### src/rtl/seq_restoring_divider_if.sv
// Handshake and data bundle for the sequential restoring divider.
// The master drives a request and operands; the slave returns status and results.
interface seq_restoring_divider_if #(
    parameter int N = 2
);
    logic             start;
    logic [2*N-1:0]   dividend;
    logic [N-1:0]     divisor;
    logic             busy;
    logic             done;
    logic             div_by_zero;
    logic [2*N-1:0]   quotient;
    logic [N-1:0]     remainder;

    modport master (
        output start, dividend, divisor,
        input  busy, done, div_by_zero, quotient, remainder
    );

    modport slave (
        input  start, dividend, divisor,
        output busy, done, div_by_zero, quotient, remainder
    );
endinterface

### src/rtl/seq_restoring_divider.sv
// Iterative radix-2 restoring divider: 2N-bit dividend / N-bit divisor,
// one quotient bit per cycle, results held until the next completion.
module seq_restoring_divider #(
    parameter int N = 2
) (
    input  logic                  clk,
    input  logic                  rst_n,
    seq_restoring_divider_if.slave bus
);
    localparam int CNT_W = $clog2(2 * N + 1);

    typedef enum logic [1:0] {
        ST_IDLE = 2'd0,
        ST_RUN  = 2'd1,
        ST_DONE = 2'd2
    } state_t;

    state_t           r_state;
    logic [N-1:0]     r_div;
    logic [N:0]       r_rem;
    logic [2*N-1:0]   r_q;
    logic [CNT_W-1:0] r_cnt;
    logic             r_busy;
    logic             r_done;
    logic             r_dbz;
    logic [2*N-1:0]   r_quot;
    logic [N-1:0]     r_remo;

    logic [N:0]       w_r_sh;
    logic [2*N-1:0]   w_q_sh;
    logic [N+1:0]     w_t;
    logic [N:0]       w_r_next;
    logic [2*N-1:0]   w_q_next;
    logic             w_last;

    // One restoring step: shift {R,Q} left, trial-subtract, keep or restore.
    // R stays below the divisor, so the bit shifted out of R's MSB is always 0.
    always_comb begin
        w_r_sh   = {r_rem[N-1:0], r_q[2*N-1]};
        w_q_sh   = {r_q[2*N-2:0], 1'b0};
        w_t      = {1'b0, w_r_sh} - {2'b00, r_div};
        w_r_next = w_r_sh;
        w_q_next = w_q_sh;
        if (w_t[N+1] == 1'b0) begin
            w_r_next = w_t[N:0];
            w_q_next = {w_q_sh[2*N-1:1], 1'b1};
        end else begin
            w_r_next = w_r_sh;
            w_q_next = w_q_sh;
        end
        w_last = (r_cnt == CNT_W'(2 * N - 1));
    end

    // Control FSM with datapath registers and registered outputs.
    always_ff @(posedge clk) begin
        if (!rst_n) begin
            r_state <= ST_IDLE;
            r_div   <= {N{1'b0}};
            r_rem   <= {(N+1){1'b0}};
            r_q     <= {(2*N){1'b0}};
            r_cnt   <= {CNT_W{1'b0}};
            r_busy  <= 1'b0;
            r_done  <= 1'b0;
            r_dbz   <= 1'b0;
            r_quot  <= {(2*N){1'b0}};
            r_remo  <= {N{1'b0}};
        end else begin
            r_done <= 1'b0;
            case (r_state)
                ST_IDLE: begin
                    if (bus.start) begin
                        r_div <= bus.divisor;
                        r_rem <= {(N+1){1'b0}};
                        r_q   <= bus.dividend;
                        r_cnt <= {CNT_W{1'b0}};
                        if (bus.divisor == {N{1'b0}}) begin
                            r_state <= ST_DONE;
                            r_done  <= 1'b1;
                            r_quot  <= {(2*N){1'b1}};
                            r_remo  <= {N{1'b0}};
                            r_dbz   <= 1'b1;
                        end else begin
                            r_state <= ST_RUN;
                            r_busy  <= 1'b1;
                        end
                    end else begin
                        r_state <= ST_IDLE;
                    end
                end
                ST_RUN: begin
                    r_rem <= w_r_next;
                    r_q   <= w_q_next;
                    r_cnt <= r_cnt + CNT_W'(1);
                    if (w_last) begin
                        r_quot  <= w_q_next;
                        r_remo  <= w_r_next[N-1:0];
                        r_dbz   <= 1'b0;
                        r_done  <= 1'b1;
                        r_busy  <= 1'b0;
                        r_state <= ST_DONE;
                    end else begin
                        r_state <= ST_RUN;
                    end
                end
                ST_DONE: begin
                    r_state <= ST_IDLE;
                end
                default: begin
                    r_state <= ST_IDLE;
                    r_busy  <= 1'b0;
                end
            endcase
        end
    end

    assign bus.busy        = r_busy;
    assign bus.done        = r_done;
    assign bus.div_by_zero = r_dbz;
    assign bus.quotient    = r_quot;
    assign bus.remainder   = r_remo;
endmodule

### src/flat_wrapper.sv
// flat-port wrapper written by rule: the top's interface ports become plain ports
module seq_restoring_divider_flat 
#(
    parameter int N = 2
)
  (clk, rst_n, bus_start, bus_dividend, bus_divisor, bus_busy, bus_done, bus_div_by_zero, bus_quotient, bus_remainder);
  seq_restoring_divider_if #(.N(N)) bus_i ();
  input  logic clk;
  input  logic rst_n;
  input wire logic [$bits(bus_i.start)-1:0] bus_start;
  input wire logic [$bits(bus_i.dividend)-1:0] bus_dividend;
  input wire logic [$bits(bus_i.divisor)-1:0] bus_divisor;
  output wire logic [$bits(bus_i.busy)-1:0] bus_busy;
  output wire logic [$bits(bus_i.done)-1:0] bus_done;
  output wire logic [$bits(bus_i.div_by_zero)-1:0] bus_div_by_zero;
  output wire logic [$bits(bus_i.quotient)-1:0] bus_quotient;
  output wire logic [$bits(bus_i.remainder)-1:0] bus_remainder;
  assign bus_i.start = bus_start;
  assign bus_i.dividend = bus_dividend;
  assign bus_i.divisor = bus_divisor;
  assign bus_busy = bus_i.busy;
  assign bus_done = bus_i.done;
  assign bus_div_by_zero = bus_i.div_by_zero;
  assign bus_quotient = bus_i.quotient;
  assign bus_remainder = bus_i.remainder;
  seq_restoring_divider #(.N(N)) u_core (.clk(clk), .rst_n(rst_n), .bus(bus_i));
endmodule
### config.mk
export PLATFORM = sky130hd
export DESIGN_NAME = seq_restoring_divider_flat
export DESIGN_NICKNAME = d
export VERILOG_FILES = /design/src/rtl/seq_restoring_divider_if.sv /design/src/rtl/seq_restoring_divider.sv /design/src/flat_wrapper.sv
export SDC_FILE = /design/constraint.sdc
export NUM_CORES = 1
export LEC_CHECK = 0
export ABC_AREA = 1
export BUFFER_PORTS_ARGS = -buffer_cell sky130_fd_sc_hd__buf_2
export CAP_MARGIN = 20
export CORE_ASPECT_RATIO = 2
export CORE_MARGIN = 2
export CORE_UTILIZATION = 30
export CTS_CLUSTER_DIAMETER = 30
export DETAILED_ROUTE_END_ITERATION = 10
export GPL_TIMING_DRIVEN = 0
export PLACE_DENSITY = 0.48
export SETUP_SLACK_MARGIN = 0.05
export SYNTH_ARGS = -nofsm -noshare
export SYNTH_HDL_FRONTEND = slang
export SYNTH_SLANG_ARGS = --single-unit
### constraint.sdc
create_clock -name clk -period 2.05 [get_ports clk]
set_clock_uncertainty 0.05 [all_clocks]
set_input_delay 0.205 -clock clk [delete_from_list [all_inputs] [get_ports clk]]
set_output_delay 0.205 -clock clk [all_outputs]
set_load 0.03 [all_outputs]
* Yosys cells after proc, flatten, opt, wreduce, memory -nomap -nowiden *
Index checks and enable logic that the tools add are counted.

storage, ports and cells
  word-level logic and storage cells = 57
  flip-flop bits (word level) = 22
  output and inout port bits = 9
  memories = 0
  latch bits = 0
  input bits = 9
  memory bits (writable) = 0
  bits in read-only memories = 0

operators by class
  $add $sub $neg = 2
  muxes and demuxes = 30
  shifts and indexed selects = 0
  div/mod/pow operators = 0
  bitwise operators = 1
  reduce and logical (&&, ||, !) cells = 7
  eq/ne operators = 7
  magnitude comparators = 0
  multiply operators = 0

operator list
  kind                                                             count
  4-bit two-way mux                                                4
  4-bit case mux with 2 select lines                               2
  2-bit two-way mux                                                7
  2-bit case mux with 2 select lines                               3
  1-bit two-way mux                                                9
  4-bit AND reduction                                              2
  3-bit case mux with 2 select lines                               1
  2-bit zero test                                                  2
  2-bit by 1-bit != test with 1-bit output, second input constant  2
  2-bit != test, second input constant                             2
  1-bit case mux with 2 select lines                               2
  2-bit AND reduction                                              2
  3-bit by 2-bit subtractor with 4-bit output                      1
  3-bit by 1-bit adder with 3-bit output, second input constant    1
  3-bit by 2-bit == test with 1-bit output, second input constant  1
  3-bit two-way mux                                                1
  1-bit case mux with 3 select lines                               1
  2-bit by 1-bit == test with 1-bit output, second input constant  1
  2-bit == test, second input constant                             1
  2-bit nonzero test                                               1
  1-bit inverter                                                   1

* Depth between registers and ports, before layout *
Gate-level depths: netlist of the first run.

  depth after elaboration = 4
  gate-level depth with buffers = 9
  mapped depth without buffers = 9

* Least setup slack after synthesis of the first run *
No wires, ideal clock.

  kind = reg2reg
  from = register u_core.bus.done (netlist name)
  to = register u_core.r_quot[0], in the netlist u_core.bus.quotient[0]
  library setup time = 113 ps
  cell stages (with the launch flop) = 8
  path buffers = 0
  arrival time = 1275 ps
  path slack = 611 ps
  period minus slack after synthesis = 1439 ps
  required time = 1887 ps
  cell sequence = dfxtp_1 -> inv_1 -> nand3b_1 -> nand2_1 -> nor2_4 -> nand2_1 -> nand2_1 -> nor2_1

RTL lines
  item                    line                         source
  end signal: assignment  seq_restoring_divider.sv:65  r_quot <= {(2*N){1'b0}};
  end signal: assignment  seq_restoring_divider.sv:79  r_quot <= {(2*N){1'b1}};
  end signal: assignment  seq_restoring_divider.sv:95  r_quot <= w_q_next;
  end: declaration        seq_restoring_divider.sv:26  logic [2*N-1:0] r_quot;

* Worst setup path in the final report of the first run *
  from = register u_core.r_cnt[0]
  to = register u_core.r_quot[1], in the netlist u_core.bus.quotient[1]

between the ends
  longest elaborated chain between the ends = 3

RTL lines
  item                                                       line                         source
  start: declaration                                         seq_restoring_divider.sv:22  logic [CNT_W-1:0] r_cnt;
  start signal: assignment                                   seq_restoring_divider.sv:61  r_cnt <= {CNT_W{1'b0}};
  start signal: assignment                                   seq_restoring_divider.sv:75  r_cnt <= {CNT_W{1'b0}};
  start signal: assignment                                   seq_restoring_divider.sv:93  r_cnt <= r_cnt + CNT_W'(1);
  3-bit by 2-bit == test with 1-bit output                   seq_restoring_divider.sv:51  w_last = (r_cnt == CNT_W'(2 * N - 1));
  2-bit by 1-bit != test with 1-bit output (no source line)  n/a
  4-bit AND reduction (no source line)                       n/a

Every way passes these cells.
A chain may end at the register's enable or synchronous reset.

==> flow_summary_export.csv, run 1 <==
group,metric,value,unit
yosys,synthFlopType,"dfxtp_1",
clock_tree,cts_buffer_depth,2,
timing,rsz0062_at_grt,"no",
cells_and_area,areaGrowthSynthToFinish,17.4,%
setup_path,reg2reg_setup_slack,490,ps
global_route,overflow,0,
cells_and_area,nets,179,
routing,num_vias,898,
setup_path,end_kind,"flip-flop",
global_route,grt_pass1_wl,3.62,mm
clock_tree,cts_hold_buf,0,
yosys,async_reset_ff_frac,0,
yosys,seq_area_frac_synth,0.432,
routing,drtPass1Iterations,3,
yosys,yosysMostFrequentCell,"nand2_1",
global_route,grtUsageTotal,0.129,
clock_tree,cts_root_buffer,"clkbuf_8",
timing,worst_pin_slew,403,ps
routing,vias_per_cell,4.58,
yosys,synth_top_area_frac,0.432,
routing,wl,2.11,mm
cells_and_area,fillers,354,
yosys,yosys.area_share.simple,0.324,
yosys,avgSynthCellArea,6.76,um^2
setup_path,start_kind,"flip-flop",
routing,antenna_left,0,
timing,finalHoldViolCount,0,
routing,drc,0,
power_and_ir_drop,power_density,853,nW/um^2
setup_path,r2r-end,"u_core.bus.quotient[1]",
placed_design,dp_hpwl,1.64,mm
routing,wire_per_inst,10.7,um
cells_and_area,fin_area,1140,um^2
timing,period_needed,1560,ps
cells_and_area,final_util,0.366,
setup_path,cpMostUsedCell,"nand2_1",
clock_tree,post_cts_buffers,0,
yosys,synth_edf_count,0,
power_and_ir_drop,p_total,0.974,mW
yosys,netlist_area,973,um^2
setup_path,worstPathArrival,1670,ps
yosys,synthCells,144,
clock_tree,htreeDepth,1,
clock_tree,cts-buffers-inserted,3,
floorplan,io_pins,18,
yosys,synthAdderAreaFrac,0.0514,
timing,setup_tns,0,ps
cells_and_area,drive_gt1_frac,0.145,
floorplan,core,3120,um^2
timing,maxSlewViolCount,0,
global_route,grt_max_degree,12,
cells_and_area,diodes,0,
yosys,yosysTopAreaCell,"dfxtp_1",
setup_path,slowest_delay,370,ps
setup_path,crit_chain,"ha_1 > ha_1 > nand3b_1 > nand2_1 > nor2_4 > nand2_1 > nand2_1 > nor2_1",
setup_path,crit_path_top_delay_cell,"dfxtp_1",
placed_design,port_buffers,17,
setup_path,worst-setup-path-type,"flip-flop to flip-flop",
floorplan,dieHeight,84.6,um
routing,first_iter_violations,14,
floorplan,start_util,0.312,
setup_path,worstSetupPathDepth,8,
cells_and_area,final_cells,196,
yosys,syn-num-nets,157,
power_and_ir_drop,total_leakage_power,0.583,nW
global_route,grt_pass1_vias,862,
yosys,synth_xor_area_frac,0,
worst_hold_path,hold_class,"input port to flip-flop",
floorplan,fp.dieArea,3740,um^2
setup_path,rr_worst_depth,8,
yosys,synth_commonest_cells,"nand2_1, nor2_1, dfxtp_1",
placed_design,post-place-cells,192,
timing,maxSlewHeadroom,0.731,
setup_path,cpLargestDelayFamily,"simple AND/OR/NAND/NOR gates",
yosys,synthMuxAreaShare,0,
yosys,ys_warn_count,0,
yosys,yosysUniqueCellTypes,18,
clock_tree,clkSlewWorstSetupHoldPaths,80,ps
clock_tree,cts.sinks,21,
timing,setup_violations,0,
timing,fmaxAchievable,639,MHz
floorplan,die_w,44.3,um
clock_tree,cts_tree,"built",
placed_design,place_area,1100,um^2
setup_path,crit_start,"u_core.r_cnt[0]",
setup_path,critical_path.max_fanout,10,
timing,finalCritPeriodShare,0.763,
setup_path,crit_end,"u_core.bus.quotient[1]",
power_and_ir_drop,peakVddDrop,466,uV
status,status,"finished, final reports clean",
clock_tree,clk_latency,260,ps
yosys,synth_compound_area_frac,0.118,
flow_run,max_cap_viol_count,0,
clock_tree,cts.repair.resized,0,
setup_path,critPathBufInv,0,
setup_path,crit_required,2160,ps
yosys,synthTopCellsByArea,"dfxtp_1, nand2_1, nor2_1",
yosys,ys_seq_elements,21,
setup_path,rr_startpoint,"u_core.r_cnt[0]",
placed_design,globalplace.congestion,0.710,
global_route,antenna_found_initial,0,
yosys,synth_top_family_by_area,"simple AND/OR/NAND/NOR gates",
floorplan,core.rowCount,29,
cell type report:
cell class | instances | area (um^2) | share of cell area
Inverter | 17 | 63.8 | 0.0559
Timing Repair Buffer | 17 | 85.1 | 0.0745
Tap cell | 31 | 38.8 | 0.0340
Sequential cell | 21 | 420 | 0.368
Buffer | 2 | 8.76 | 0.00767
Multi-Input combinational cell | 104 | 480 | 0.421
Clock buffer | 4 | 45.0 | 0.0394
how the worst min path moves through the flow:
stage / depth (start not counted) / slack [ps] / from / to
finish: 3 / 170 / bus_divisor[0] / u_core.r_div[0]
global route: 3 / 190 / bus_divisor[0] / u_core.r_div[0]
CTS: 3 / 170 / bus_divisor[0] / u_core.r_div[0]
detailed placement: 2 / 400 / u_core.bus.div_by_zero / u_core.bus.div_by_zero
global placement: 2 / 400 / u_core.bus.busy / u_core.bus.busy
floorplan: 2 / 320 / bus_divisor[0] / u_core.r_div[0]
cell families after synthesis:
| group | Yosys count |
|---|---|
| AND/OR/NAND/NOR | 78 |
| adder cells (fa/ha/maj) | 4 |
| buffers and inverters | 19 |
| flip-flops | 21 |
| AO/OA/AOI/OAI | 22 |
tightest hold or removal path: stages:
cell and delay [ps]:
buf_2 90, o21ai_0 80, nor2_1 70
per-layer routing:
| layer | part of all wire | up-vias | global-route usage | routed length, um |
|---|---|---|---|---|
| met3 | 0.035 | 4 | 0.0258 | 74 |
| met2 | 0.52 | 17 | 0.226 | 1110 |
| met5 | 0 | - | 0 | 0 |
| met4 | 0.019 | 0 | 0.0661 | 40 |
| li1 | - | 490 | - | - |
| met1 | 0.42 | 387 | 0.136 | 885 |
through the flow:
stage,hold WS [ps],setup slack (ps)
2_1_floorplan,319,611
3_3_place_gp,397,493
3_5_place_dp,398,484
4_1_cts,167,454
5_1_grt,189,305
6_report,167,485
placed cells by master, fill, tap and decap left out, drive strengths merged:
master,instances
clkbuf,5
a21oi,10
o21a,1
o21ai,10
ha,4
inv,16
nand4,1
nand3,3
clkinv,1
o21bai,1
or2,1
nand2,38
nor2,34
buf,18
nand3b,1
dfxtp,21
report_power, final:
part,internal [mW],leakage [nW],switching [mW]
Combinational,0.0757,0.388,0.157
Sequential,0.447,0.173,0.0221
Clock,0.138,0.0228,0.134
registers in the layout, summed over array words and instances, names as in the netlist, 2 cells and up:
| register | flops |
|---|---|
| u_core.bus.quotient | 4 |
| u_core.bus.remainder | 2 |
| u_core.r_cnt | 3 |
| u_core.r_div | 2 |
| u_core.r_q | 4 |
| u_core.r_rem | 2 |
Power figures use the tool's default switching activity.
==> inputs of run 2 (changes only) <==
ABC_AREA = 0   (was 1)
PLACE_DENSITY = 0.5   (was 0.48)
clock period = 1.4 ns   (was 2.05 ns; I/O delays follow)
==> run 2 against run 1 <==
The flow now finishes with violations (setup timing). First-iteration DRC count grew 36%. Register-to-register slack lost 630 ps. Combinational power grew 30%. Maximum frequency grew 1.5%. Critical path type unchanged. Largest power group unchanged.
==> flow_summary_export.csv, run 2 <==
group,metric,value,unit
setup_path,crit_required,1510,ps
floorplan,start_util,0.310,
cells_and_area,drive_gt1_frac,0.397,
power_and_ir_drop,power_density,1010,nW/um^2
timing,setup_ws,-141,ps
setup_path,worst-setup-path-type,"flip-flop to flip-flop",
clock_tree,cts_root_buffer,"clkbuf_8",
clock_tree,clkSlewWorstSetupHoldPaths,80,ps
clock_tree,cts.sinks,21,
cells_and_area,layout_commonest_cell,"nand2_1",
placed_design,dp_hpwl,1.79,mm
routing,drtPass1Iterations,3,
setup_path,crit_start,"u_core.r_state[0]",
yosys,synth_commonest_cells,"nand2_1, dfxtp_1, nor2_1, o21ai_0",
setup_path,worstPathArrival,1650,ps
global_route,use_met2,0.275,
timing,period_needed,1540,ps
yosys,synthAdderAreaFrac,0.0512,
setup_path,rr_startpoint,"u_core.r_state[0]",
floorplan,dieHeight,84.7,um
yosys,syn-num-nets,128,
timing,setup_violations,7,
yosys,synth_edf_count,0,
routing,antenna_left,0,
global_route,busiest_layer,"met2",
timing,maxSlewHeadroom,0.733,
setup_path,crit_path_top_delay_cell,"or4b_4",
yosys,avgSynthCellArea,8.50,um^2
clock_tree,cts_buffer_depth,2,
yosys,yosysUniqueCellTypes,29,
yosys,seq_area_frac_synth,0.430,
setup_path,end_kind,"flip-flop",
global_route,grt_util_met3,0.0151,
routing,drc,0,
floorplan,die_w,44.4,um
timing,fmaxAchievable,649,MHz
cells_and_area,areaGrowthSynthToFinish,38.3,%
yosys,synth_xor_area_frac,0,
setup_path,slowest_delay,500,ps
yosys,synth_top_family_by_area,"simple AND/OR/NAND/NOR gates",
global_route,grt_pass1_wl,4.14,mm
yosys,synthCells,115,
timing,maxSlewViolCount,0,
yosys,async_reset_ff_frac,0,
setup_path,crit_chain,"or4b_4 > a21oi_4 > buf_12 > nand2_1 > o211a_1",
floorplan,fp.dieArea,3760,um^2
worst_hold_path,hold_class,"input port to flip-flop",
floorplan,core.rowCount,29,
power_and_ir_drop,total_leakage_power,0.568,nW
global_route,antenna_found_initial,0,
cells_and_area,nets,155,
worst_hold_path,hold_start,"bus_dividend[3]",
timing,finalHoldViolCount,0,
placed_design,port_buffers,17,
routing,vias_per_cell,5.15,
placed_design,globalplace.congestion,0.759,
yosys,yosysTopAreaCell,"dfxtp_1",
cells_and_area,final_cell_mix,"nand2_1, buf_2, dfxtp_1, nor2_1, buf_4",
routing,wl,2.59,mm
floorplan,core,3160,um^2
yosys,synthMuxAreaShare,0.0423,
clock_tree,cts-buffers-inserted,3,
yosys,ys_warn_count,0,
yosys,synth_compound_area_frac,0.198,
yosys,netlist_area,977,um^2
setup_path,critical_path.max_fanout,5,
cells_and_area,diodes,0,
floorplan,io_pins,18,
timing,finalCritPeriodShare,1.10,
clock_tree,htreeDepth,1,
routing,wire_per_inst,15.0,um
yosys,yosys.area_share.simple,0.233,
yosys,synth_top_area_frac,0.430,
global_route,grtUsageTotal,0.148,
yosys,ys_seq_elements,21,
power_and_ir_drop,peakVddDrop,689,uV
routing,first_iter_violations,19,
global_route,gr-usage-met1,0.158,
timing,fin_worst_hold_slack,73.1,ps
global_route,overflow,0,
yosys,synthTopCellsByArea,"dfxtp_1, nand2_1, ha_1",
setup_path,start_kind,"flip-flop",
timing,worst_pin_slew,401,ps
routing,num_vias,885,
flow_run,max_cap_viol_count,0,
yosys,synthFlopType,"dfxtp_1",
global_route,grt_max_degree,12,
yosys,yosysMostFrequentCell,"nand2_1",
timing,rsz0062_at_grt,"yes",
status,status,"finished, violations left",
clock_tree,cts_tree,"built",
status,violations,"setup timing",
power_and_ir_drop,p_total,1.37,mW
global_route,grt_pass1_vias,881,
clock_tree,clk_latency,260,ps
-- run 2: cell count changes after synthesis, sizes merged, moves of 4 or more --
cell | previous run | this run
a21boi | 0 | 5
a21oi | 10 | 3
a31oi | 0 | 4
inv | 16 | 4
nand2 | 38 | 27
nor2 | 34 | 8
-- run 2: cell type report --
class                      instances  area [um^2]
sequential                        21          432
fill                             317         1810
multi-input combinational         85          637
clock buffer                       4         45.0
buffer                             4         23.8
timing repair buffer              23          160
inverter                           4         15.0
tap                               31         38.8
-- run 2: worst max-delay path: cells and delay by family (launching register included) --
| family | cells | cell delay, ps |
|---|---|---|
| AO/OA/AOI/OAI | 2 | 350 |
| buffers and inverters | 1 | 150 |
| AND/OR/NAND/NOR | 2 | 550 |
| flip-flops | 1 | 340 |
-- run 2: cells by family (layout without fill, tap and decap cells) --
| group | Yosys count | in the layout |
|---|---|---|
| simple gates | 49 | 49 |
| compound gates | 28 | 28 |
| flops | 21 | 21 |
| buf+inv | 9 | 35 |
| fa+ha+maj | 4 | 4 |
| mux | 4 | 4 |
-- run 2: final timing paths --
kind	to	slack, ps	cells after the start
setup / recovery	u_core.bus.quotient[0]	-140	5
hold / removal	u_core.r_q[3]	70	3
setup reg to reg	u_core.bus.quotient[0]	-140	5
hold reg to reg	u_core.bus.remainder[1]	400	2
-- run 2: per-layer routing --
metal	share of wire	up-vias	wire length, um
li1	-	447	-
met1	0.39	424	1000
met2	0.58	10	1500
met3	0.016	4	42
met4	0.015	0	39
met5	0	-	0
-- run 2: through the flow --
| step | utilization | setup TNS, ps | cells | area, um^2 | setup slack, ps |
|---|---|---|---|---|---|
| final | 0.428 | -795 | 172 | 1350 | -141 |
| after global routing | 0.428 | -1350 | 172 | 1350 | -218 |
| after CTS | 0.404 | -1060 | 169 | 1280 | -193 |
| after detailed placement | 0.351 | -1940 | 163 | 1110 | -260 |
| after global placement | 0.351 | -1610 | 163 | 1110 | -230 |
| after floorplan | - | -407 | 115 | 985 | -99.8 |
-- run 2: power breakdown --
group          switching, mW  internal [mW]
Sequential            0.0227          0.633
Clock                  0.204          0.203
Combinational          0.170          0.134
-- run 2: timing repair --
| action | 4_1_cts | 5_1_grt |
|---|---|---|
| endpoints found under the setup margin | 17 | 18 |
| hold buffers | 0 | 0 |
| buffers inserted | 2 | 3 |
| pin swaps | 2 | 6 |
| gates resized for setup | 24 | 15 |
| gates cloned | 1 | 0 |
| hold endpoints to repair | 0 | 0 |
